[src/rtl/mask_pkg.sv]
// Shared types and constants for the green-screen mask bounding-box tracker.
// Optional pixel counting is enabled by defining MASK_BBOX_COUNT_EN.
package mask_pkg;

    localparam int H_ACTIVE_DEF = 1280;
    localparam int V_ACTIVE_DEF = 720;
    localparam int MIN_RUN_DEF  = 4;
    localparam int HCOUNT_W     = 11;
    localparam int VCOUNT_W     = 10;
    localparam int RUN_W        = 5;
    localparam int COUNT_W      = 20;

    typedef struct packed {
        logic [HCOUNT_W-1:0] x_min;
        logic [HCOUNT_W-1:0] x_max;
        logic [VCOUNT_W-1:0] y_min;
        logic [VCOUNT_W-1:0] y_max;
        logic                found;
    } bbox_t;

    localparam bbox_t BBOX_INIT = '{
        x_min: 11'd2047, x_max: 11'd0, y_min: 10'd1023, y_max: 10'd0, found: 1'b0
    };

    // An empty frame reports an all-zero box rather than the sentinel extremes.
    function automatic bbox_t bbox_publish(input bbox_t acc);
        bbox_t res;
        if (acc.found) begin
            res = acc;
        end else begin
            res = '{x_min: 11'd0, x_max: 11'd0, y_min: 10'd0, y_max: 10'd0, found: 1'b0};
        end
        return res;
    endfunction

endpackage

[src/rtl/mask_bbox_if.sv]
// Pixel stream carrying the 1-bit foreground mask and its raster position.
interface mask_bbox_if;
    logic        valid_in;
    logic        bit_mask_in;
    logic [10:0] hcount_in;
    logic [9:0]  vcount_in;

    modport master (output valid_in, output bit_mask_in, output hcount_in, output vcount_in);
    modport slave  (input  valid_in, input  bit_mask_in, input  hcount_in, input  vcount_in);
endinterface

[src/rtl/mask_bbox_run_qualifier.sv]
// Saturating horizontal run counter: flags foreground pixels that belong to a
// run of at least MIN_RUN consecutive pixels on the same line.
module run_qualifier
    import mask_pkg::*;
#(
    parameter int MIN_RUN = MIN_RUN_DEF
) (
    input  logic clk_in,
    input  logic rst_in,
    input  logic pixel_valid,
    input  logic pixel_active,
    input  logic bit_mask,
    input  logic line_start,
    output logic qualified,
    output logic first_qualify
);
    localparam logic [RUN_W-1:0] MIN_RUN_C = RUN_W'(MIN_RUN);

    logic [RUN_W-1:0] run_r;
    logic [RUN_W-1:0] base_s;
    logic [RUN_W-1:0] next_s;
    logic             fg_s;

    // Post-increment run length, with the line start forcing a fresh run.
    always_comb begin
        fg_s   = pixel_active & bit_mask;
        base_s = line_start ? {RUN_W{1'b0}} : run_r;
        if (base_s >= MIN_RUN_C) begin
            next_s = MIN_RUN_C;
        end else begin
            next_s = base_s + 5'd1;
        end
        qualified     = fg_s && (next_s == MIN_RUN_C);
        first_qualify = qualified && (base_s != MIN_RUN_C);
    end

    // Run length register; background and blanking pixels end the run.
    always_ff @(posedge clk_in or posedge rst_in) begin
        if (rst_in) begin
            run_r <= {RUN_W{1'b0}};
        end else if (pixel_valid) begin
            run_r <= fg_s ? next_s : {RUN_W{1'b0}};
        end else begin
            run_r <= run_r;
        end
    end
endmodule

[src/rtl/mask_bbox.sv]
// Per-frame foreground bounding box with run-length noise rejection.
// Define MASK_BBOX_COUNT_EN to add pixel_count_out (qualified pixel count).
module mask_bbox
    import mask_pkg::*;
#(
    parameter int H_ACTIVE = H_ACTIVE_DEF,
    parameter int V_ACTIVE = V_ACTIVE_DEF,
    parameter int MIN_RUN  = MIN_RUN_DEF
) (
    input  logic                clk_in,
    input  logic                rst_in,
    mask_bbox_if.slave          pix,
    output logic [HCOUNT_W-1:0] x_min_out,
    output logic [HCOUNT_W-1:0] x_max_out,
    output logic [VCOUNT_W-1:0] y_min_out,
    output logic [VCOUNT_W-1:0] y_max_out,
    output logic                found_out,
    output logic                frame_done_out
`ifdef MASK_BBOX_COUNT_EN
    ,
    output logic [COUNT_W-1:0]  pixel_count_out
`endif
);
    logic                active_s;
    logic                frame_end_s;
    logic                qualified_s;
    logic                first_s;
    logic [HCOUNT_W-1:0] left_s;
    bbox_t               acc_r;
    bbox_t               acc_nxt_s;
    bbox_t               pub_s;

    // Classify the incoming pixel and spot the last active pixel of the frame.
    always_comb begin
        active_s    = pix.valid_in && (pix.hcount_in < HCOUNT_W'(H_ACTIVE))
                                   && (pix.vcount_in < VCOUNT_W'(V_ACTIVE));
        frame_end_s = active_s && (pix.hcount_in == HCOUNT_W'(H_ACTIVE - 1))
                               && (pix.vcount_in == VCOUNT_W'(V_ACTIVE - 1));
    end

    run_qualifier #(.MIN_RUN(MIN_RUN)) u_run (
        .clk_in        (clk_in),
        .rst_in        (rst_in),
        .pixel_valid   (pix.valid_in),
        .pixel_active  (active_s),
        .bit_mask      (pix.bit_mask_in),
        .line_start    (pix.hcount_in == 11'd0),
        .qualified     (qualified_s),
        .first_qualify (first_s)
    );

    // Fold a qualified pixel into the box; a run's first hit reaches back to its left edge.
    always_comb begin
        acc_nxt_s = acc_r;
        left_s    = pix.hcount_in;
        if (qualified_s) begin
            if (first_s) begin
                left_s = pix.hcount_in - HCOUNT_W'(MIN_RUN - 1);
            end else begin
                left_s = pix.hcount_in;
            end
            if (left_s < acc_r.x_min)         acc_nxt_s.x_min = left_s;
            else                              acc_nxt_s.x_min = acc_r.x_min;
            if (pix.hcount_in > acc_r.x_max)  acc_nxt_s.x_max = pix.hcount_in;
            else                              acc_nxt_s.x_max = acc_r.x_max;
            if (pix.vcount_in < acc_r.y_min)  acc_nxt_s.y_min = pix.vcount_in;
            else                              acc_nxt_s.y_min = acc_r.y_min;
            if (pix.vcount_in > acc_r.y_max)  acc_nxt_s.y_max = pix.vcount_in;
            else                              acc_nxt_s.y_max = acc_r.y_max;
            acc_nxt_s.found = 1'b1;
        end else begin
            acc_nxt_s = acc_r;
        end
        pub_s = bbox_publish(acc_nxt_s);
    end

    // Accumulator register, re-armed as the finished frame is published.
    always_ff @(posedge clk_in or posedge rst_in) begin
        if (rst_in) begin
            acc_r <= BBOX_INIT;
        end else if (frame_end_s) begin
            acc_r <= BBOX_INIT;
        end else begin
            acc_r <= acc_nxt_s;
        end
    end

    // Published result and one-cycle done strobe.
    always_ff @(posedge clk_in or posedge rst_in) begin
        if (rst_in) begin
            x_min_out      <= 11'd0;
            x_max_out      <= 11'd0;
            y_min_out      <= 10'd0;
            y_max_out      <= 10'd0;
            found_out      <= 1'b0;
            frame_done_out <= 1'b0;
        end else if (frame_end_s) begin
            x_min_out      <= pub_s.x_min;
            x_max_out      <= pub_s.x_max;
            y_min_out      <= pub_s.y_min;
            y_max_out      <= pub_s.y_max;
            found_out      <= pub_s.found;
            frame_done_out <= 1'b1;
        end else begin
            frame_done_out <= 1'b0;
        end
    end

`ifdef MASK_BBOX_COUNT_EN
    logic [COUNT_W-1:0] cnt_r;
    logic [COUNT_W-1:0] cnt_nxt_s;

    // A run's first hit credits the whole MIN_RUN prefix at once.
    always_comb begin
        if (first_s) begin
            cnt_nxt_s = cnt_r + COUNT_W'(MIN_RUN);
        end else if (qualified_s) begin
            cnt_nxt_s = cnt_r + 20'd1;
        end else begin
            cnt_nxt_s = cnt_r;
        end
    end

    // Pixel count accumulator and its published copy.
    always_ff @(posedge clk_in or posedge rst_in) begin
        if (rst_in) begin
            cnt_r           <= 20'd0;
            pixel_count_out <= 20'd0;
        end else if (frame_end_s) begin
            cnt_r           <= 20'd0;
            pixel_count_out <= pub_s.found ? cnt_nxt_s : 20'd0;
        end else begin
            cnt_r           <= cnt_nxt_s;
        end
    end
`endif
endmodule
[src/flat_wrapper.sv]
// flat-port wrapper written by rule: the top's interface ports become plain ports
module mask_bbox_flat import mask_pkg::*;
#(
    parameter int H_ACTIVE = H_ACTIVE_DEF,
    parameter int V_ACTIVE = V_ACTIVE_DEF,
    parameter int MIN_RUN  = MIN_RUN_DEF
)
  (clk_in, rst_in, x_min_out, x_max_out, y_min_out, y_max_out, found_out, frame_done_out, pix_valid_in, pix_bit_mask_in, pix_hcount_in, pix_vcount_in);
  mask_bbox_if pix_i ();
  input  logic clk_in;
  input  logic rst_in;
  output logic [HCOUNT_W-1:0] x_min_out;
  output logic [HCOUNT_W-1:0] x_max_out;
  output logic [VCOUNT_W-1:0] y_min_out;
  output logic [VCOUNT_W-1:0] y_max_out;
  output logic found_out;
  output logic frame_done_out;
  input wire logic [$bits(pix_i.valid_in)-1:0] pix_valid_in;
  input wire logic [$bits(pix_i.bit_mask_in)-1:0] pix_bit_mask_in;
  input wire logic [$bits(pix_i.hcount_in)-1:0] pix_hcount_in;
  input wire logic [$bits(pix_i.vcount_in)-1:0] pix_vcount_in;
  assign pix_i.valid_in = pix_valid_in;
  assign pix_i.bit_mask_in = pix_bit_mask_in;
  assign pix_i.hcount_in = pix_hcount_in;
  assign pix_i.vcount_in = pix_vcount_in;
  mask_bbox #(.H_ACTIVE(H_ACTIVE), .V_ACTIVE(V_ACTIVE), .MIN_RUN(MIN_RUN)) u_core (.clk_in(clk_in), .rst_in(rst_in), .pix(pix_i), .x_min_out(x_min_out), .x_max_out(x_max_out), .y_min_out(y_min_out), .y_max_out(y_max_out), .found_out(found_out), .frame_done_out(frame_done_out));
endmodule
[config.mk]
export PLATFORM = sky130hd
export DESIGN_NAME = mask_bbox_flat
export DESIGN_NICKNAME = d
export VERILOG_FILES = /design/src/rtl/mask_pkg.sv /design/src/rtl/mask_bbox_if.sv /design/src/rtl/mask_bbox_run_qualifier.sv /design/src/rtl/mask_bbox.sv /design/src/flat_wrapper.sv
export SDC_FILE = /design/constraint.sdc
export NUM_CORES = 1
export LEC_CHECK = 0
export CAP_MARGIN = 20
export CORE_UTILIZATION = 25
export CTS_CLUSTER_SIZE = 28
export DETAILED_ROUTE_END_ITERATION = 10
export PLACE_DENSITY_LB_ADDON = 0.2
export SLEW_MARGIN = 10
export SYNTH_ARGS = -nofsm -noshare
export SYNTH_HDL_FRONTEND = slang
export SYNTH_HIERARCHICAL = 1
export SYNTH_SLANG_ARGS = --single-unit
[constraint.sdc]
create_clock -name clk_in -period 4.2 [get_ports clk_in]
set_clock_uncertainty 0.15 [all_clocks]
set_input_delay 0.84 -clock clk_in [delete_from_list [all_inputs] [get_ports clk_in]]
set_output_delay 0.84 -clock clk_in [all_outputs]
set_load 0.02 [all_outputs]
After elaboration in Yosys (flattened, before gate mapping)
Cells that the tools add are included.
- output and inout bits: 44
- input port bits: 25
- logic and storage cells: 46
- register bits: 92
- $add $sub $neg: 2
- multiplexer cells: 13
- equal/unequal tests: 4
- magnitude comparators: 7
- bitwise logic cells: 1
- reduce and logical (&&, ||, !) cells: 7
- operators by type and width (cell ; count):
    $mux 43 ; 3
    $mux 11 ; 4
    $mux 10 ; 2
    $mux 5 ; 3
    $eq 11x11->1 const B ; 1
    $gt 11x11->1 ; 1
    $logic_not 11->1 ; 1
    $lt 11x11->1 ; 1
    $lt 11x11->1 const B ; 1
    $sub 11x2->11 const B ; 1
    $eq 10x10->1 const B ; 1
    $gt 10x10->1 ; 1
    $lt 10x10->1 ; 1
    $lt 10x10->1 const B ; 1
    $logic_and 1x1->1 ; 6
    $add 5x1->5 const B ; 1
    $eq 5x3->1 const B ; 1
    $ge 5x3->1 const B ; 1
    $ne 5x3->1 const B ; 1
    $and 1x1->1 ; 1
    $mux 1 ; 1

Logic depth before layout (Yosys ltp)
Gate-level depths: netlist of the first run.
- word-level depth: 13
- gate-level depth with buffers: 25
- mapped depth without buffers: 24

Hierarchy
The synthesis of the first run kept the hierarchy.
- modules (own cells, without submodules) (module ; area each (um^2) ; cells an instance ; times used ; seq. area each (um^2)):
    mask_bbox ; 4571.9 ; 470 ; 1 ; 2203.4
    run_qualifier ; 289.0 ; 32 ; 1 ; 125.1

Worst setup path before layout of the first run
Ideal clock, no wire load.
- path type: input to register
- from: input pix_hcount_in[7]
- to: register u_core.x_min_out[0]
- library setup time: 129 ps
- buffers on the path: 1
- arrival: 5202 ps
- data required time: 3921 ps
- stages: 22
- setup slack: -1282 ps
- path through: or3_1 > nor2_1 > and3_1 > inv_1 > nand2_1 > ha_1 > nand3b_1 > a211oi_1 > o31a_1 > nand2b_1 > or3_1 > nor3_2 > xor2_1 > ha_1 > a21oi_1 > nor2b_1 > o21ai_0 > nand3b_1 > or3_4 > buf_6 > a21oi_1 > o21ai_1
- cells in the longest elaborated chain, start to end: 13
- elaborated cells between the ends (all ways): 23
- those cells by class: add/sub (2); order compare (3); eq/ne (3); mux (7); bitwise (1); reduce/logical (7)
- ends and longest elaborated chain (what ; RTL line ; RTL):
    start: declaration ; flat_wrapper.sv:20 ; input wire logic [$bits(pix_i.hcount_in)-1:0] pix_hcount_in;
    $logic_not 11->1 ; mask_bbox.sv:47 ; .line_start (pix.hcount_in == 11'd0),
    $mux 5 ; mask_bbox_run_qualifier.sv:27 ; base_s = line_start ? {RUN_W{1'b0}} : run_r;
    $add 5x1->5 or $ge 5x3->1 (tied branches) ; mask_bbox_run_qualifier.sv:31, mask_bbox_run_qualifier.sv:28 ;
    $mux 5 ; mask_bbox_run_qualifier.sv:28 ; if (base_s >= MIN_RUN_C) begin
    $eq 5x3->1 ; mask_bbox_run_qualifier.sv:33 ; qualified = fg_s && (next_s == MIN_RUN_C);
    $logic_and 1x1->1 (*) ; mask_bbox_run_qualifier.sv:33 ;
    net u_core.qualified_s ; mask_bbox.sv:26 ; logic qualified_s;
    $logic_and 1x1->1 (*) ; mask_bbox_run_qualifier.sv:34 ; first_qualify = qualified && (base_s != MIN_RUN_C);
    net u_core.first_s ; mask_bbox.sv:27 ; logic first_s;
    $mux 11 (*) ; mask_bbox.sv:57 ; if (first_s) begin
    $mux 11 (*) ; mask_bbox.sv:56 ; if (qualified_s) begin
    $lt 11x11->1 ; mask_bbox.sv:62 ; if (left_s < acc_r.x_min) acc_nxt_s.x_min = left_s;
    $mux 11 (*) ; mask_bbox.sv:62 ;
    $mux 43 (*) ; mask_bbox.sv:56 ;
    $mux 43 (*) ; mask_pkg.sv:28 ; if (acc.found) begin
    end signal: assignment ; mask_bbox.sv:98 ; x_min_out <= pub_s.x_min;
    end: declaration ; mask_bbox.sv:13 ; output logic [HCOUNT_W-1:0] x_min_out,
Mark *: on every way through the listed nets, which the timed path passes. The rest lies on a longest branch. The select of a mux whose other input is x is not followed.
A chain may end at the register's enable or synchronous reset.

Worst setup path in the final report of the first run
- from: input pix_hcount_in[6]
- to: register u_core.x_min_out[5]
Same word-level chain as after synthesis.

==> results of run 1 <==
## cells in the mapped netlist, types with 2 or more instances
cell	number
a211oi_1	3
a21o_1	3
a21oi_1	15
and3_1	3
clkbuf_1	13
dfrtp_1	71
dfstp_2	21
ha_1	44
inv_1	51
mux2i_1	41
nand2_1	80
nand2b_1	2
nand3_1	7
nand3b_1	2
nand4_1	7
nand4b_1	2
nor2_1	35
nor2b_1	5
nor3_1	6
nor4_1	3
o21ai_0	42
o21ai_1	13
or3_1	2
xnor2_1	7
xor2_1	3
## cells by family (layout without fill, tap and decap cells)
group | Yosys count | after routing
AOI/OAI and AO/OA | 85 | 85
xor gates and xnor gates | 10 | 10
adders and majority gates | 44 | 44
buffers and inverters | 68 | 220
DFF | 92 | 92
muxes | 42 | 42
and+or+nand+nor | 161 | 162
## cells in the final DEF, fill, tap and decap left out, types with 5 or more instances in the layout
cell | Yosys | layout
nand3_1 | 7 | 6
buf_4 | 1 | 83
nor2_1 | 35 | 34
inv_1 | 51 | 47
a21oi_1 | 15 | 12
clkbuf_16 | 0 | 9
nor2b_1 | 5 | 5
mux2i_1 | 41 | 34
ha_1 | 44 | 42
o21ai_1 | 13 | 14
dfstp_2 | 21 | 21
nand4_1 | 7 | 7
xnor2_1 | 7 | 5
mux2i_2 | 0 | 5
o21ai_0 | 42 | 40
dfrtp_1 | 71 | 71
nand2_1 | 80 | 78
clkdlybuf4s50_1 | 0 | 57
## power groups by stage
stage	Sequential (mW)	Clock (mW)	Combinational [mW]
6_report	0.913	0.922	0.218
5_1_grt	0.914	0.987	0.246
4_1_cts	0.912	0.946	0.216
3_5_place_dp	0.928	0	0.197
3_3_place_gp	0.927	0	0.194
2_1_floorplan	0.925	0	0.0949
## worst max-delay path, stage by stage
cell	delay, ps
buf_6	90
or3_4	410
nor2_4	140
and3_4	200
inv_4	50
nand2_4	70
ha_4	200
nand3b_1	190
a211oi_4	230
o31a_1	200
nand2b_1	90
or3_4	350
nor3_4	240
xor2_2	180
ha_1	270
a21oi_2	130
nor2b_1	50
o21ai_1	110
nand3b_1	150
or3_4	520
mux2i_1	230
o21ai_1	80
## registers in the layout, summed over array words and instances, names as in the netlist
name                   flops
u_core/acc_r              43
u_core/x_max_out          11
u_core/x_min_out          11
u_core/y_max_out          10
u_core/y_min_out          10
u_core/u_run/run_r         5
u_core/found_out           1
u_core/frame_done_out      1
## timing repair
action,4_1_cts,5_1_grt
setup endpoints to repair,22,22
cloned,1,0
buffers inserted,23,3
resized for setup,47,13
pin swaps,20,13
## path summary, 6_finish.rpt
| kind | from | end |
|---|---|---|
| min in group asynchronous | rst_in | u_core/u_run/run_r[1]$_DFFE_PP0P_ |
| worst max-delay path | pix_hcount_in[6] | u_core/x_min_out[5]$_DFFE_PP0P_ |
| worst max register to register | u_core/u_run/run_r[0]$_DFFE_PP0P_ | u_core/x_min_out[5]$_DFFE_PP0P_ |
| worst min-delay path | u_core/found_out$_DFFE_PP0P_ | u_core/found_out$_DFFE_PP0P_ |
| max in group asynchronous | rst_in | u_core/acc_r[12]$_DFF_PP1_ |
| worst min register to register | u_core/found_out$_DFFE_PP0P_ | u_core/found_out$_DFFE_PP0P_ |
## per-layer routing
metal | track usage [%] | vias to the layer above
li1 | - | 1990
met1 | 19.3 | 1933
met2 | 23.0 | 62
met3 | 2.94 | 16
met4 | 4.41 | 0
met5 | 0 | -
## cell type report
class,count,share of cell area [%]
Multi-Input combinational cell,343,35.7
Sequential cell,92,33.3
Timing Repair Buffer,152,18.6
Tap cell,260,4.65
Clock buffer,13,3.87
Inverter,52,2.85
Clock inverter,3,0.984
==> results.py, run 1 <==
metrics = {
    "outcome": {
        "status": "complete, but fails checks",
        "violations": "setup timing",
    },
    "yosys": {
        "async_flop_share_pct": 100,
        "yosysSeqAreaShare_pct": 47.9,
        "syn_avg_cell_area_um2": 9.68,
        "synth_edf_count": 0,
        "yosysTopAreaCellShare_pct": 36.6,
        "ys.flop_type": "dfrtp_1",
        "muxShareOfSynthArea_pct": 8.67,
        "synth_cell_types": 46,
        "synthAdderAreaFrac_pct": 11.3,
        "synth_xor_area_share_pct": 1.80,
        "synth_compound_area_share_pct": 9.78,
        "ys_ff_latch": 92,
        "syn_inst": 502,
        "synth_nets": 571,
        "synth_area_um2": 4860,
        "synth_top_family_by_area": "simple AND/OR/NAND/NOR gates",
        "yosysWarnings": 6,
        "yosysTopAreaCell": "dfrtp_1",
        "synth-simple-area-share_pct": 15.0,
        "ys_top_cells_by_area": "dfrtp_1 (37%), dfstp_2 (11%), ha_1 (11%)",
    },
    "route": {
        "met1_length_mm": 6.64,
        "ant_nets": 0,
        "vias": 4001,
        "first_pass_iters": 4,
        "wl_mm": 13.4,
        "wl_met2_mm": 6.10,
        "highest_layer": "met4",
        "detail_route.wl_per_cell_um": 14.6,
        "viasPerCell": 4.37,
        "wl_met3_um": 418,
        "drt_iter0_drc": 122,
        "drc": 0,
    },
    "clock_network": {
        "clkSlewWorstSetupHoldPaths_ps": 70,
        "cts_sinks": 92,
        "cts_hold_buf": 0,
        "cts-root-buf": "clkbuf_16",
        "clk_path_buf_depth": 2,
        "clock_latency_ps": 340,
        "htreeDepth": 3,
        "cts_tree": "yes",
        "cts_buffers": 9,
    },
    "floorplan": {
        "die_h_um": 141,
        "rows": 50,
        "die_w_um": 141,
        "initial_core_util_pct": 25.7,
        "coreArea_um2": 18900,
        "pin_count": 69,
        "die_area_um2": 20000,
    },
    "pwr": {
        "power.leakage_nw": 3.19,
        "peakVddDrop_mv": 0.190,
        "intPower_mw": 1.58,
        "power_density_nw_per_um2": 294,
        "clockPowerShare_pct": 44.9,
        "netSwitchingPower_mw": 0.472,
        "combPwrFrac_pct": 10.6,
        "total_power_mw": 2.05,
        "switching_share_pct": 23.0,
        "p_seq_share_pct": 44.5,
    },
    "timing": {
        "final.setup.tns_ps": -14280,
        "period_needed_ps": 4930,
        "rsz0062_at_grt": "true",
        "tightest_slew_ps": 545,
        "max_freq_mhz": 203,
        "setup_viol": 22,
        "fin_crit_sh_pct": 117,
        "setup_ws_ps": -728,
        "finalHoldViolations": 0,
        "holdWs_ps": 331,
        "relSlewSlack_pct": 63.4,
        "finalMaxSlewViolations": 0,
    },
    "placement": {
        "place_hpwl_mm": 9.64,
        "dp_cells": 873,
        "gp_congestion": 0.814,
        "io_buffers": 68,
        "post_dp_cell_area_um2": 6330,
        "place_ws_ps": -1570,
    },
    "final_layout": {
        "fill_cells": 1938,
        "n_antenna_cell": 0,
        "fin_cells": 915,
        "fin_util_pct": 37.0,
        "layout-drive-gt1-share_pct": 25.5,
        "final_nets": 719,
        "seq_area_um2": 2330,
        "design_area_um2": 6990,
        "multi_input_area_um2": 2500,
        "syn2layout_area_growth_pct": 43.8,
    },
    "grt": {
        "antenna_found_initial": 0,
        "gr-total-overflow": 0,
        "grt_pass1_wl_mm": 22.3,
        "grt_max_degree": 88,
        "first_global_vias": 4231,
        "grt_usage_pct": 14.3,
    },
    "setup_path": {
        "crit_arrival_ps": 5000,
        "path_max_fanout": 6,
        "cp-start-kind": "input pin",
        "r2r_setup_slack_ps": 110,
        "path_class": "input pin to flop",
        "cp.required_ps": 4270,
        "r2r_cells": 19,
        "endpoint_kind": "flop",
    },
    "worst_hold_path": {
        "hp-class": "flop to flop",
        "min_path_cells": 2,
    },
    "flow_run": {
        "drv_cap": 0,
    },
}
Power figures use the tool's default switching activity.
==> run 2, diff against run 1 <==
--- a/config.mk
+++ b/config.mk
@@ -6,10 +6,11 @@
 export NUM_CORES = 1
 export LEC_CHECK = 0
 export CAP_MARGIN = 20
-export CORE_UTILIZATION = 25
+export CORE_UTILIZATION = 45
 export CTS_CLUSTER_SIZE = 28
 export DETAILED_ROUTE_END_ITERATION = 10
 export PLACE_DENSITY_LB_ADDON = 0.2
+export REMOVE_ABC_BUFFERS = 1
 export SLEW_MARGIN = 10
 export SYNTH_ARGS = -nofsm -noshare
 export SYNTH_HDL_FRONTEND = slang
==> results.py, run 2 (synthesis gave the netlist of run 1 again) <==
metrics = {
    "route": {
        "drt_iter0_drc": 164,
        "vias": 4151,
        "detail_route.wl_per_cell_um": 16.4,
        "ant_nets": 0,
        "wl_mm": 12.9,
        "viasPerCell": 5.27,
        "drc": 0,
        "first_pass_iters": 4,
    },
    "timing": {
        "fin_crit_sh_pct": 117,
        "setup_ws_ps": -715,
        "relSlewSlack_pct": 47.0,
        "holdWs_ps": 336,
        "max_freq_mhz": 203,
        "setup_viol": 46,
        "period_needed_ps": 4910,
        "tightest_slew_ps": 794,
        "finalHoldViolations": 0,
        "finalMaxSlewViolations": 0,
        "rsz0062_at_grt": "true",
    },
    "final_layout": {
        "top_register": "u_core/acc_r",
        "syn2layout_area_growth_pct": 44.7,
        "final_cell_mix": "nand2_1 (78), dfrtp_1 (71), buf_4 (60), clkdlybuf4s50_1 (59), inv_1 (47)",
        "top_regs": "u_core/acc_r (43), u_core/x_max_out (11), u_core/x_min_out (11)",
        "final_nets": 716,
        "layout-drive-gt1-share_pct": 29.9,
        "design_area_um2": 7030,
        "layout_commonest_cell": "nand2_1",
        "fin_cells": 788,
        "n_antenna_cell": 0,
        "largest_register_ffs": 43,
        "fill_cells": 778,
    },
    "floorplan": {
        "die_h_um": 106,
        "die_w_um": 106,
        "die_area_um2": 11200,
        "coreArea_um2": 10400,
        "pin_count": 69,
        "initial_core_util_pct": 46.7,
        "rows": 37,
    },
    "pwr": {
        "power.leakage_nw": 3.09,
        "netSwitchingPower_mw": 0.469,
        "combPwrFrac_pct": 12.5,
        "peakVddDrop_mv": 0.277,
        "clockPowerShare_pct": 35.2,
        "p_seq_share_pct": 52.3,
        "intPower_mw": 1.28,
        "switching_share_pct": 26.8,
        "power_density_nw_per_um2": 249,
    },
    "placement": {
        "gp_congestion": 0.883,
        "place_hpwl_mm": 8.69,
        "dp_cells": 750,
        "place_ws_ps": -1620,
        "io_buffers": 68,
        "post_dp_cell_area_um2": 6100,
    },
    "setup_path": {
        "path_max_fanout": 6,
        "r2r_cells": 19,
        "crit_arrival_ps": 5040,
        "endpoint_kind": "flop",
        "path_class": "input pin to flop",
        "cp-start-kind": "input pin",
        "cp.required_ps": 4320,
    },
    "grt": {
        "grt_max_degree": 47,
        "grt_pass1_wl_mm": 20.7,
        "antenna_found_initial": 0,
        "grt_usage_pct": 24.1,
        "gr-total-overflow": 0,
        "first_global_vias": 4320,
    },
    "flow_run": {
        "drv_cap": 0,
    },
    "outcome": {
        "status": "complete, but fails checks",
        "violations": "setup timing",
    },
    "clock_network": {
        "clkSlewWorstSetupHoldPaths_ps": 100,
        "clk_path_buf_depth": 2,
        "clock_latency_ps": 390,
        "cts_hold_buf": 0,
        "cts-root-buf": "clkbuf_8",
        "htreeDepth": 3,
        "cts_buffers": 9,
        "cts_sinks": 92,
        "cts_tree": "yes",
    },
    "worst_hold_path": {
        "min_path_cells": 2,
        "hp-class": "flop to flop",
    },
}
==> run 2: cell count changes in the layout (fill, tap and decap cells not counted), sizes merged <==
cell           before  now
clkinv              2    4
clkdlybuf4s50      57   59
clkdlybuf4s15       1    0
clkinvlp            0    2
buf                89   86
bufinv              2    1
clkbuf             14    9
inv                51   52
==> run 2: worst max-delay path, stage by stage <==
cell and delay (ps):
clkdlybuf4s50_1 480, nor2_1 60, and3_4 160, inv_4 80, nand2_4 70, buf_4 140
inv_1 50, ha_2 180, nand3b_1 100, a211oi_2 270, o31a_1 210, nand2b_1 80
or3_4 350, nor3_4 200, xor2_1 210, ha_1 280, a21oi_2 150, nor2b_1 60
o21ai_1 110, nand3b_1 130, or3_4 450, mux2i_2 250, o21ai_1 110
==> run 2: layout make-up <==
cell class | count | area, µm² | share of cell area, %
sequential | 92 | 2330 | 33.1
inverter | 52 | 199 | 2.83
clock inverter | 7 | 76.3 | 1.09
timing repair buffer | 149 | 1370 | 19.4
tap | 136 | 170 | 2.42
multi-input combinational | 343 | 2770 | 39.4
clock buffer | 9 | 124 | 1.76
==> run 2: path summary, 6_finish.rpt <==
path	slack (ps)	from	endpoint
max	-710	pix_hcount_in[4]	u_core/x_min_out[8]$_DFFE_PP0P_
min	340	u_core/y_max_out[3]$_DFFE_PP0P_	u_core/y_max_out[3]$_DFFE_PP0P_
min in group asynchronous	600	rst_in	u_core/u_run/run_r[0]$_DFFE_PP0P_
max in group asynchronous	2260	rst_in	u_core/acc_r[12]$_DFF_PP1_
min reg2reg	340	u_core/y_max_out[3]$_DFFE_PP0P_	u_core/y_max_out[3]$_DFFE_PP0P_
max reg2reg	50	u_core/u_run/run_r[0]$_DFFE_PP0P_	u_core/x_min_out[8]$_DFFE_PP0P_
==> run 2: power by group through the flow <==
stage / clock [mW] / sequential [mW] / combinational [mW]
2_1_floorplan: 0 / 0.925 / 0.0925
3_3_place_gp: 0 / 0.927 / 0.185
3_5_place_dp: 0 / 0.927 / 0.190
4_1_cts: 0.632 / 0.911 / 0.200
5_1_grt: 0.664 / 0.917 / 0.243
6_report: 0.616 / 0.915 / 0.220
==> run 2: layer usage <==
metal	vias to the layer above	wire (µm)	GRT usage (%)
li1	1997	-	-
met1	2046	5640	30.7
met2	84	6470	39.0
met3	24	446	4.48
met4	0	333	13.1
met5	-	0	0
==> run 2: through the flow <==
| stage | util (%) | power (mW) | setup TNS, ps |
|---|---|---|---|
| 5_1_grt | 67.5 | 1.82 | -23490 |
| 3_5_place_dp | 58.6 | 1.12 | -36600 |
| 3_3_place_gp | 58.6 | 1.11 | -31200 |
| 4_1_cts | 63.2 | 1.74 | -11770 |
| 6_report | 67.5 | 1.75 | -14600 |
| 2_1_floorplan | - | 1.02 | -30760 |
==> run 2: timing repair <==
action                                  CTS  global route
resized for setup                        73            92
buffers inserted                         17             5
endpoints found under the setup margin   22            85
hold endpoints to repair                  0             0
cloned                                    1             0
pin swaps                                20            17
==> run 3, diff against run 2 <==
--- a/config.mk
+++ b/config.mk
@@ -6,10 +6,12 @@
 export NUM_CORES = 1
 export LEC_CHECK = 0
 export CAP_MARGIN = 20
-export CORE_UTILIZATION = 45
+export CELL_PAD_IN_SITES_DETAIL_PLACEMENT = 0
+export CELL_PAD_IN_SITES_GLOBAL_PLACEMENT = 1
+export CORE_UTILIZATION = 38
 export CTS_CLUSTER_SIZE = 28
 export DETAILED_ROUTE_END_ITERATION = 10
-export PLACE_DENSITY_LB_ADDON = 0.2
+export PLACE_DENSITY_LB_ADDON = 0.3
 export REMOVE_ABC_BUFFERS = 1
 export SLEW_MARGIN = 10
 export SYNTH_ARGS = -nofsm -noshare
==> results.py, run 3 (synthesis gave the netlist of run 1 again) <==
metrics = {
    "clock_network": {
        "clkSlewWorstSetupHoldPaths_ps": 60,
        "htreeDepth": 3,
        "cts_tree": "yes",
        "cts_sinks": 92,
        "cts-root-buf": "clkbuf_16",
        "cts_buffers": 9,
        "clk_path_buf_depth": 2,
        "clock_latency_ps": 350,
    },
    "flow_run": {
        "drv_cap": 0,
    },
    "route": {
        "drt_iter0_drc": 127,
        "detail_route.wl_per_cell_um": 15.4,
        "wl_mm": 12.4,
        "vias": 4045,
        "drc": 0,
        "first_pass_iters": 4,
        "ant_nets": 0,
        "viasPerCell": 5.01,
    },
    "floorplan": {
        "die_h_um": 115,
        "die_w_um": 115,
        "initial_core_util_pct": 39.6,
        "coreArea_um2": 12300,
        "pin_count": 69,
        "rows": 40,
        "die_area_um2": 13200,
    },
    "timing": {
        "max_freq_mhz": 201,
        "finalHoldViolations": 0,
        "fin_crit_sh_pct": 118,
        "tightest_slew_ps": 628,
        "relSlewSlack_pct": 58.1,
        "setup_ws_ps": -767,
        "finalMaxSlewViolations": 0,
        "rsz0062_at_grt": "true",
        "final.setup.tns_ps": -15620,
        "setup_viol": 22,
        "holdWs_ps": 325,
        "period_needed_ps": 4970,
    },
    "grt": {
        "grt_usage_pct": 20.3,
        "first_global_vias": 4157,
        "grt_pass1_wl_mm": 20.3,
        "antenna_found_initial": 0,
        "gr-total-overflow": 0,
        "grt_max_degree": 39,
    },
    "final_layout": {
        "layout_commonest_cell": "nand2_1",
        "largest_register_ffs": 43,
        "layout-drive-gt1-share_pct": 23.1,
        "n_antenna_cell": 0,
        "final_nets": 705,
        "syn2layout_area_growth_pct": 38.1,
        "final_cell_mix": "nand2_1 (78), dfrtp_1 (71), buf_4 (70), clkdlybuf4s50_1 (57), inv_1 (48)",
        "fin_cells": 808,
        "top_register": "u_core/acc_r",
        "top_regs": "u_core/acc_r (43), u_core/x_max_out (11), u_core/x_min_out (11)",
    },
    "setup_path": {
        "crit_arrival_ps": 5040,
        "crit_chain": "buf_6 -> or3_4 -> nor2_4 -> and3_4 -> inv_4 -> nand2_4 -> ha_4 -> nand3b_1 -> a211oi_2 -> o31a_1 -> nand2b_1 -> or3_4 -> nor3_4 -> buf_4 -> nand2_1 -> xnor2_2 -> ha_1 -> nand4_1 -> a21oi_1 -> or3_4 -> mux2i_2 -> o21ai_1",
        "cp.required_ps": 4270,
        "path_max_fanout": 5,
        "r2r_start": "u_core/u_run/run_r[0]$_DFFE_PP0P_",
        "crit_top_cell": "or3_4",
        "cp-start-kind": "input pin",
        "endpoint_kind": "flop",
        "cp-startpoint": "pix_hcount_in[7]",
        "cpMaxStageDelayCell": "or3_4",
        "path_class": "input pin to flop",
        "critPathMaxStageDelay_ps": 400,
    },
    "placement": {
        "place_hpwl_mm": 9.00,
        "dp_cells": 784,
        "io_buffers": 68,
        "gp_congestion": 0.882,
    },
    "worst_hold_path": {
        "hp-class": "flop to flop",
        "hold_path.startpoint": "u_core/found_out$_DFFE_PP0P_",
    },
    "outcome": {
        "status": "complete, but fails checks",
        "violations": "setup timing",
    },
    "pwr": {
        "peakVddDrop_mv": 0.205,
        "power_density_nw_per_um2": 289,
        "power.leakage_nw": 3.13,
    },
}
[run 3: cell count changes in the layout (fill, tap and decap cells not counted), sizes merged]
cell,delta
buf,-11
clkbuf,+4
clkdlybuf4s15,+2
clkdlybuf4s50,-2
clkinv,-2
clkinvlp,-2
dlygate4sd2,-2
dlymetal6s2s,+2
inv,-1
[run 3: layer usage]
layer	track usage, %	routed length (µm)	vias up
met3	4.53	476	23
met1	25.5	5770	1968
met5	0	0	-
met4	8.83	274	0
met2	33.4	5900	87
li1	-	-	1967
[run 3: report_power, final]
group	internal, mW	switching (mW)
combinational	0.0951	0.111
clock	0.490	0.329
sequential	0.905	0.00825
[run 3: worst paths after layout]
check / cells past startpoint / to / slack (ps)
max: 22 / u_core/x_min_out[10]$_DFFE_PP0P_ / -770
min: 2 / u_core/found_out$_DFFE_PP0P_ / 330
max reg2reg: 19 / u_core/x_min_out[10]$_DFFE_PP0P_ / 70
min reg2reg: 2 / u_core/found_out$_DFFE_PP0P_ / 330
max in group asynchronous: 3 / u_core/acc_r[19]$_DFF_PP1_ / 2280
min in group asynchronous: 2 / u_core/u_run/run_r[2]$_DFFE_PP0P_ / 630
[run 3: what timing repair did]
item,4_1_cts,5_1_grt
resized for setup,53,19
setup buffers,6,3
endpoints found under the setup margin,22,22
hold buffers,0,0
gates cloned,1,0
pin swaps,18,18
[run 3: layout make-up]
type | instances | area (µm²)
Fill cell | 1121 | 5550
Tap cell | 168 | 210
Clock inverter | 2 | 35.0
Sequential cell | 92 | 2330
Timing Repair Buffer | 138 | 1200
Inverter | 52 | 199
Clock buffer | 13 | 260
Multi-Input combinational cell | 343 | 2480
[run 3: critical path, delay by kind of cell]
| kind | cells | cell delay [ps] |
|---|---|---|
| compound gates | 4 | 870 |
| xor+xnor | 1 | 150 |
| fa+ha+maj | 2 | 510 |
| buf+inv | 3 | 280 |
| mux | 1 | 250 |
| simple gates | 11 | 2130 |
[run 3: stage by stage]
step	cell area (µm²)	power, mW	setup slack, ps	util [%]
final	6710	1.94	-767	54.7
after global routing	6710	2.03	-885	54.7
after floorplan	4790	1.02	-1290	-
after CTS	6590	1.96	-704	53.7
after detailed placement	6150	1.12	-1630	50.2
after global placement	6150	1.11	-1490	50.2
